$ cat src/rtl/icemem_arbiter.sv
// icemem_arbiter: shares the single-port icemem array between instruction
// fetch (port 0) and load/store (port 1). It uses round-robin arbitration and
// can hold the grant for locked read-modify-write sequences. Read data comes
// back on a registered response one cycle after the read beat.
module icemem_arbiter #(
    parameter int ADDR_W = 8,
    parameter int DATA_W = 32
) (
    input  logic              clk,
    input  logic              reset,
    input  logic [1:0]        req_valid,
    input  logic [1:0]        req_we,
    input  logic [1:0]        req_lock,
    input  logic [ADDR_W-1:0] req_addr0,
    input  logic [ADDR_W-1:0] req_addr1,
    input  logic [DATA_W-1:0] req_wdata0,
    input  logic [DATA_W-1:0] req_wdata1,
    output logic [1:0]        req_ready,
    output logic [1:0]        resp_valid,
    output logic [DATA_W-1:0] resp_rdata,
    output logic [ADDR_W-1:0] mem_read_address,
    output logic [ADDR_W-1:0] mem_write_address,
    output logic [DATA_W-1:0] mem_write_data,
    output logic              mem_write_enable,
    output logic              mem_clk_enable,
    input  logic [DATA_W-1:0] mem_output_data
);

    localparam logic [1:0] ST_FREE  = 2'd0;
    localparam logic [1:0] ST_LOCK0 = 2'd1;
    localparam logic [1:0] ST_LOCK1 = 2'd2;

    logic [1:0]        state_q, state_d;
    logic              last_q, last_d;
    logic [1:0]        resp_valid_q, resp_valid_d;
    logic [DATA_W-1:0] resp_rdata_q, resp_rdata_d;
    logic [ADDR_W-1:0] addr_q, addr_d;
    logic [DATA_W-1:0] wdata_q, wdata_d;

    logic [1:0]        grant_s;
    logic              beat_s;
    logic              port_s;
    logic [ADDR_W-1:0] sel_addr_s;
    logic [DATA_W-1:0] sel_wdata_s;
    logic              sel_we_s;
    logic              sel_lock_s;

    // Grant selection: round-robin when free, only the owner while locked, nothing in reset.
    always_comb begin
        grant_s = 2'b00;
        case (state_q)
            ST_FREE: begin
                if (req_valid == 2'b11) begin
                    grant_s = last_q ? 2'b01 : 2'b10;
                end else if (req_valid[0]) begin
                    grant_s = 2'b01;
                end else if (req_valid[1]) begin
                    grant_s = 2'b10;
                end else begin
                    grant_s = 2'b00;
                end
            end
            ST_LOCK0: grant_s = {1'b0, req_valid[0]};
            ST_LOCK1: grant_s = {req_valid[1], 1'b0};
            default:  grant_s = 2'b00;
        endcase
        if (reset) begin
            grant_s = 2'b00;
        end else begin
            grant_s = grant_s;
        end
    end

    assign beat_s    = |grant_s;
    assign port_s    = grant_s[1];
    assign req_ready = grant_s;

    // Request mux: pick the attributes of the granted port.
    always_comb begin
        sel_addr_s  = req_addr0;
        sel_wdata_s = req_wdata0;
        sel_we_s    = req_we[0];
        sel_lock_s  = req_lock[0];
        if (port_s) begin
            sel_addr_s  = req_addr1;
            sel_wdata_s = req_wdata1;
            sel_we_s    = req_we[1];
            sel_lock_s  = req_lock[1];
        end else begin
            sel_addr_s  = req_addr0;
            sel_wdata_s = req_wdata0;
            sel_we_s    = req_we[0];
            sel_lock_s  = req_lock[0];
        end
    end

    // Next-state logic: lock tracking, round-robin pointer, held memory drive, read response.
    always_comb begin
        state_d      = state_q;
        last_d       = last_q;
        addr_d       = addr_q;
        wdata_d      = wdata_q;
        resp_valid_d = 2'b00;
        resp_rdata_d = resp_rdata_q;
        if (beat_s) begin
            last_d  = port_s;
            addr_d  = sel_addr_s;
            wdata_d = sel_wdata_s;
            if (sel_lock_s) begin
                state_d = port_s ? ST_LOCK1 : ST_LOCK0;
            end else begin
                state_d = ST_FREE;
            end
            if (!sel_we_s) begin
                resp_valid_d = grant_s;
                resp_rdata_d = mem_output_data;
            end else begin
                resp_valid_d = 2'b00;
            end
        end else begin
            // A locked owner that goes idle gives up the lock.
            case (state_q)
                ST_LOCK0: state_d = req_valid[0] ? ST_LOCK0 : ST_FREE;
                ST_LOCK1: state_d = req_valid[1] ? ST_LOCK1 : ST_FREE;
                ST_FREE:  state_d = ST_FREE;
                default:  state_d = ST_FREE;
            endcase
        end
    end

    // State registers with synchronous reset; port 0 wins the first contention after reset.
    always_ff @(posedge clk) begin
        if (reset) begin
            state_q      <= ST_FREE;
            last_q       <= 1'b1;
            resp_valid_q <= 2'b00;
            resp_rdata_q <= {DATA_W{1'b0}};
            addr_q       <= {ADDR_W{1'b0}};
            wdata_q      <= {DATA_W{1'b0}};
        end else begin
            state_q      <= state_d;
            last_q       <= last_d;
            resp_valid_q <= resp_valid_d;
            resp_rdata_q <= resp_rdata_d;
            addr_q       <= addr_d;
            wdata_q      <= wdata_d;
        end
    end

    // During a beat the memory sees the live request; otherwise the last address and data are held.
    assign mem_read_address  = beat_s ? sel_addr_s : addr_q;
    assign mem_write_address = beat_s ? sel_addr_s : addr_q;
    assign mem_write_data    = beat_s ? sel_wdata_s : wdata_q;
    assign mem_write_enable  = beat_s & sel_we_s;
    assign mem_clk_enable    = beat_s & sel_we_s;
    assign resp_valid        = resp_valid_q;
    assign resp_rdata        = resp_rdata_q;

endmodule

$ cat config.mk
export PLATFORM = sky130hd
export DESIGN_NAME = icemem_arbiter
export DESIGN_NICKNAME = d
export VERILOG_FILES = /design/src/rtl/icemem_arbiter.sv
export SDC_FILE = /design/constraint.sdc
export NUM_CORES = 1
export LEC_CHECK = 0
export CAP_MARGIN = 20
export CORE_ASPECT_RATIO = 0.9
export CORE_UTILIZATION = 41
export CTS_CLUSTER_DIAMETER = 80
export DETAILED_ROUTE_END_ITERATION = 16
export PLACE_DENSITY = 0.82
export SYNTH_ARGS = -nofsm -noshare
export SYNTH_HDL_FRONTEND = slang
export SYNTH_SLANG_ARGS = --single-unit
$ cat constraint.sdc
create_clock -name clk -period 7.14 [get_ports clk]
set_input_delay 1.428 -clock clk [delete_from_list [all_inputs] [get_ports clk]]
set_output_delay 1.428 -clock clk [all_outputs]
set_load 0.02 [all_outputs]
==> impl_metrics.sql <==
INSERT INTO impl_metrics (metric_group, metric, value, unit) VALUES
('flow_run', 'maxCapViolCount', '0', ''),
('synthesis', 'synth_top_family_by_area', 'multiplexers', ''),
('die', 'start_util', '42.3', '%'),
('run_status', 'run_status', 'completed', ''),
('synthesis', 'synth_compound_gate_area_share', '16.4', '%'),
('sta', 'worst_hold_slack', '545', 'ps'),
('synthesis', 'synthesized_area_fraction_occupied_by_and_or_nand_nor_cells', '11.8', '%'),
('detailed_routing', 'via_per_inst', '4.97', ''),
('final_layout', 'most_common_library_cell_in_the_layout_ignoring_fill_and_taps', 'sky130_fd_sc_hd__clkdlybuf4s50_1', ''),
('die', 'design.die.area', '9220', 'µm²'),
('place', 'finalWeightedCongestion', '0.763', ''),
('synthesis', 'avgSynthCellArea', '9.74', 'µm²'),
('cts', 'clkLatencyLatePin', '350', 'ps'),
('power_and_ir_drop', 'peakVddDrop', '0.101', 'mV'),
('detailed_routing', 'antenna_left', '0', ''),
('global_route', 'grtUsageTotal', '22.2', '%'),
('synthesis', 'synth_cell_type_count', '28', ''),
('setup_path', 'worstSetupEndpointType', 'output port', ''),
('synthesis', 'number_of_synthesized_register_bits', '77', ''),
('cts', 'cts_hold_buf', '0', ''),
('cts', 'cts_root_buffer', 'sky130_fd_sc_hd__clkbuf_8', ''),
('die', 'io_pins', '206', ''),
('cts', 'postcts_resize_cnt', '0', ''),
('sta', 'grt_setup_unrepaired', 'false', ''),
('place', 'dp_slack', '1660', 'ps'),
('synthesis', 'netlist_area', '3620', 'µm²'),
('sta', 'clock-skew-final', '9.39', 'ps'),
('cts', 'clock_tree_from_tritoncts', 'built', ''),
('sta', 'timing_max_transition_violations_final', '0', ''),
('synthesis', 'syn-num-nets', '496', ''),
('detailed_routing', 'vias_after_detailed_routing', '3372', ''),
('synthesis', 'post_synth_xor_area_fraction', '0', '%'),
('sta', 'fmax', '181', 'MHz'),
('detailed_routing', 'detail_route.first_pass.iterations', '4', ''),
('setup_path', 'critical_path.max_fanout', '97', ''),
('final_layout', 'mostFrequentLayoutCells', '204 x sky130_fd_sc_hd__clkdlybuf4s50_1, 77 x sky130_fd_sc_hd__dfxtp_1, 44 x sky130_fd_sc_hd__nor2_1', ''),
('global_route', 'grt_start_max_net_pins', '98', ''),
('sta', 'finalCritPeriodShare', '77.2', '%'),
('global_route', 'grt_pass1_wl', '16.0', 'mm'),
('power_and_ir_drop', 'total_power', '1.26', 'mW'),
('cts', 'cts_sinks', '77', ''),
('sta', 'finalSetupViolations', '0', ''),
('die', 'design.core.area', '8570', 'µm²'),
('die', 'die_height', '91.2', 'µm'),
('final_layout', 'design_area_final', '5880', 'µm²'),
('setup_path', 'setup.worst_path.class', 'in2out', ''),
('synthesis', 'post_synth_mux_area_share', '21.0', '%'),
('power_and_ir_drop', 'pwr_density_cell', '215', 'nW/µm²'),
('sta', 'hold_violations', '0', ''),
('sta', 'totalNegativeSetupSlack', '0', 'ps'),
('sta', 'timing.final.crit_period', '5510', 'ps'),
('hold_path', 'hold_path.class', 'reg2reg', ''),
('synthesis', 'synth_seq_area_share', '42.5', '%'),
('detailed_routing', 'drt-total-wl', '10.1', 'mm'),
('die', 'rows', '32', ''),
('detailed_routing', 'routedWlPerCell', '14.8', 'µm'),
('synthesis', 'synth_fa_ha_area_share', '1.38', '%'),
('place', 'numPortBuffers', '205', ''),
('place', 'place_area', '5640', 'µm²'),
('detailed_routing', 'route.detailed.drc', '0', ''),
('cts', 'cts_max_level', '3', ''),
('final_layout', 'drive_gt1_share', '4.47', '%'),
('synthesis', 'synthCells', '372', ''),
('cts', 'cts_setup_buffers', '0', ''),
('place', 'post-dp-hpwl', '7.38', 'mm'),
('sta', 'finalWorstSetupSlack', '1630', 'ps'),
('final_layout', 'nFillCells', '733', ''),
('final_layout', 'n_antenna_cell', '0', ''),
('die', 'die_width', '101', 'µm'),
('global_route', 'grt_pass1_vias', '3391', ''),
('power_and_ir_drop', 'leakagePower', '2.26', 'nW'),
('sta', 'max_slew_margin', '19.9', '%'),
('setup_path', 'sort_of_element_at_the_start_of_the_critical_path', 'input pin', ''),
('global_route', 'antenna_violations_before_repair', '0', ''),
('setup_path', 'cp_data_required_time', '5710', 'ps'),
('final_layout', 'layout-area-overhead-vs-synth', '62.4', '%'),
('cts', 'path_clk_slew', '80', 'ps'),
('synthesis', 'ys_warn_count', '0', ''),
('final_layout', 'fin_nets', '678', ''),
('cts', 'cts_made_buffers', '9', ''),
('sta', 'worst_pin_slew', '1200', 'ps'),
('setup_path', 'cp_data_arrival_time', '4080', 'ps'),
('cts', 'clock_path_buffers', '2', ''),
('detailed_routing', 'initialDrtViolationCount', '82', ''),
('global_route', 'grt-ovfl-total', '0', '');
metal layers:
| layer | routed length (µm) | up-vias | track usage (%) | part of all wire [%] |
|---|---|---|---|---|
| met1 | 4150 | 1562 | 23.9 | 41 |
| met3 | 631 | 16 | 6.24 | 6.3 |
| met2 | 5080 | 123 | 40.1 | 51 |
| met4 | 184 | 0 | 9.06 | 1.8 |
| met5 | 0 | - | 0 | 0 |
| li1 | - | 1671 | - | - |
per-stage QoR:
| step | util [%] | cells |
|---|---|---|
| 2_1_floorplan | - | 372 |
| 5_1_grt | 68.7 | 678 |
| 4_1_cts | 68.7 | 678 |
| 3_3_place_gp | 65.9 | 662 |
| 3_5_place_dp | 65.9 | 662 |
| 6_report | 68.7 | 678 |
critical path, cell delays in order:
cell and delay, ps:
sky130_fd_sc_hd__clkdlybuf4s50_1 510, sky130_fd_sc_hd__a21boi_1 130, sky130_fd_sc_hd__o211ai_4 610, sky130_fd_sc_hd__buf_12 410, sky130_fd_sc_hd__nor2_1 110, sky130_fd_sc_hd__a21oi_1 200
sky130_fd_sc_hd__clkdlybuf4s50_1 640
cells by family after synthesis:
group           Yosys count
simple gates             87
fa+ha+maj                 4
mux                      72
flops                    77
buf+inv                  42
compound gates           90
Yosys cell counts (all sizes together):
cell,n,share of area (%)
mux2i,40,11
o211ai,1,0.35
or3b,1,0.24
a21oi,42,5.8
inv,4,0.41
dfxtp,77,43
nand4,2,0.35
nand3,1,0.14
nand3b,1,0.21
o21ai,3,0.41
or2,1,0.24
and3,1,0.17
ha,4,1.4
a32oi,1,0.76
a21boi,1,0.21
a211oi,42,8.8
nor2,44,4.6
nor2b,32,5.5
nand2,4,0.41
clkbuf,20,2.1
mux2,32,9.9
buf,18,4.4
registers in the layout, summed over array words and instances (netlist names):
signal      count
last_q          1
resp_rdata     32
wdata_q        32
resp_valid      2
state_q         2
addr_q          8
report_power, final:
group          total (mW)  internal (mW)  switching [mW]
Clock               0.397          0.235           0.162
Combinational       0.386          0.206           0.180
Sequential          0.479          0.467          0.0126
Total                1.26          0.907           0.355
final cells by class:
| class | count | area (µm²) | share of cell area (%) |
|---|---|---|---|
| multi-input cells | 253 | 1850 | 31.4 |
| flip-flops and latches | 77 | 1540 | 26.2 |
| repair buffers | 209 | 2090 | 35.5 |
| clock inverters | 5 | 108 | 1.83 |
| inverters | 4 | 15.0 | 0.255 |
| clock buffers | 11 | 131 | 2.23 |
| well taps | 119 | 149 | 2.53 |
final timing paths:
path	end	cells after the start	startpoint	slack (ps)
worst max register to register	resp_rdata[9]	8	state_q[0]	3640
worst max-delay path	mem_write_address[5]	7	req_valid[0]	1630
worst min register to register	last_q	2	last_q	550
worst min-delay path	last_q	2	last_q	550
(Power assumes the default switching activity.)
==> RTL edit (config.mk and constraints unchanged) <==
Set the parameter `ADDR_W` to 9 (it was 8).
--- a/src/rtl/icemem_arbiter.sv
+++ b/src/rtl/icemem_arbiter.sv
@@ -3,7 +3,7 @@
 // can hold the grant for locked read-modify-write sequences. Read data comes
 // back on a registered response one cycle after the read beat.
 module icemem_arbiter #(
-    parameter int ADDR_W = 8,
+    parameter int ADDR_W = 9,
     parameter int DATA_W = 32
 ) (
     input  logic              clk,
Ports: changed (resized mem_read_address, mem_write_address, req_addr0 and req_addr1); port bits go from 206 to 210. The function was not compared with the original's and may differ.
==> RTL edit against the original RTL <==
Routed wire length increased by 4.9%; final area increased by 3.4%; power decreased by 0.98%; critical path depth unchanged; register-to-register slack improved by 0.74 ns; count of clock-buffer cells in the layout unchanged; worst setup slack improved by 0.021 ns; core utilization decreased by 1.7 points; sequential cell count increased by 1; area after synthesis increased by 5.8%; critical path type unchanged; critical endpoint is now mem_read_address[3].
==> RTL edit: results <==
export IMPL_relSlewSlack=0.4575
export IMPL_crit_fanout=44
export IMPL_synth_distinct_cells=32
export IMPL_hold_end="addr_q[7]"
export IMPL_drv_slew=0
export IMPL_status="finished, final reports clean"
export IMPL_cp_data_arrival_time_ns=4.06
export IMPL_fin_nets=695
export IMPL_dp_worst_setup_slack_ns=1.651
export IMPL_num_fill_cells=737
export IMPL_viasPerCell=5.006
export IMPL_use_met1=0.2535
export IMPL_grt_pass1_vias=3397
export IMPL_r2r_start="state_q[0]"
export IMPL_finClkSkew_ns=0.01254
export IMPL_yosysSeqAreaShare=0.4073
export IMPL_leakagePower_nw=2.378
export IMPL_yosys_top_cells_area="dfxtp_1, mux2_4, mux2i_1"
export IMPL_drt_total_wl_mm=10.54
export IMPL_gp_congestion=0.8819
export IMPL_grt_use_total=0.2151
export IMPL_use_met2=0.3817
export IMPL_min_from="addr_q[7]"
export IMPL_io_buffer_count=209
export IMPL_syn_nets=510
export IMPL_initialDrtViolationCount=118
export IMPL_grt_max_degree=125
export IMPL_r2r_end="resp_rdata[30]"
export IMPL_synth_top_cells_by_count="dfxtp_1, nor2_1, a21oi_1"
export IMPL_grt_use_met3=0.05756
export IMPL_reg2reg_depth=7
export IMPL_dp_hpwl_mm=7.478
export IMPL_layout_drive_gt1_share=0.09930
[RTL edit: cell types whose count changed after synthesis, moves of 2 or more]
cell / unedited run / this run
mux2_4: 0 / 30
mux2_1: 31 / 0
buf_1: 0 / 3
clkbuf_1: 20 / 15
o21ai_0: 1 / 4
o21ai_1: 2 / 0
buf_2: 1 / 3
inv_1: 3 / 7
[RTL edit: final cells by class]
cell class | count | area, um^2 | share of cell area
clock buffer | 11 | 141.4 | 0.02325
clock inverter | 5 | 63.81 | 0.01049
sequential | 78 | 1562 | 0.2567
inverter | 7 | 26.28 | 0.004320
tap | 122 | 152.6 | 0.02510
timing repair buffer | 213 | 2130 | 0.3501
multi-input combinational | 260 | 2007 | 0.3300
[RTL edit: stage by stage]
step	std cells	utilization	hold slack, ns
after floorplan	384	-	0.4529
after global placement	680	0.6470	0.4702
after detailed placement	680	0.6470	0.4723
after CTS	696	0.6696	0.4848
after global routing	696	0.6696	0.5138
final	696	0.6696	0.4807
[RTL edit: logic make-up (layout without fill, tap and decap cells)]
group,count (synthesis),count (layout),synth area share
mux,73,73,0.2304
buf+inv,46,236,0.07050
simple gates,89,89,0.1149
compound gates,94,94,0.1638
flops,78,78,0.4073
fa+ha+maj,4,4,0.01306
[RTL edit: worst max-delay path by stage]
stage                                end    startpoint  slack [ns]
floorplan           mem_write_address[1]         reset        2.73
global placement    mem_write_address[3]  req_valid[1]        1.73
detailed placement   mem_read_address[3]  req_valid[0]        1.65
CTS                  mem_read_address[3]  req_valid[0]        1.63
global route         mem_read_address[3]         reset        1.45
finish               mem_read_address[3]  req_valid[0]        1.65
[RTL edit: power by group]
part           total [mW]  internal (mW)  switching [mW]
Sequential          0.486          0.473          0.0135
Combinational       0.413          0.225           0.189
Clock               0.350          0.175           0.175
[RTL edit: worst max-delay path, stage by stage]
cell and delay [ns]:
clkdlybuf4s50_1 0.52, o21ai_0 0.19, nor3_2 0.15, buf_4 0.58, mux2i_1 0.22, a21oi_1 0.27
clkdlybuf4s50_1 0.65
[RTL edit: per-layer routing]
| layer | wire (um) | part of all wire |
|---|---|---|
| met4 | 148 | 0.014 |
| met3 | 699 | 0.066 |
| met2 | 5121 | 0.49 |
| met5 | 0 | 0 |
| met1 | 4574 | 0.43 |
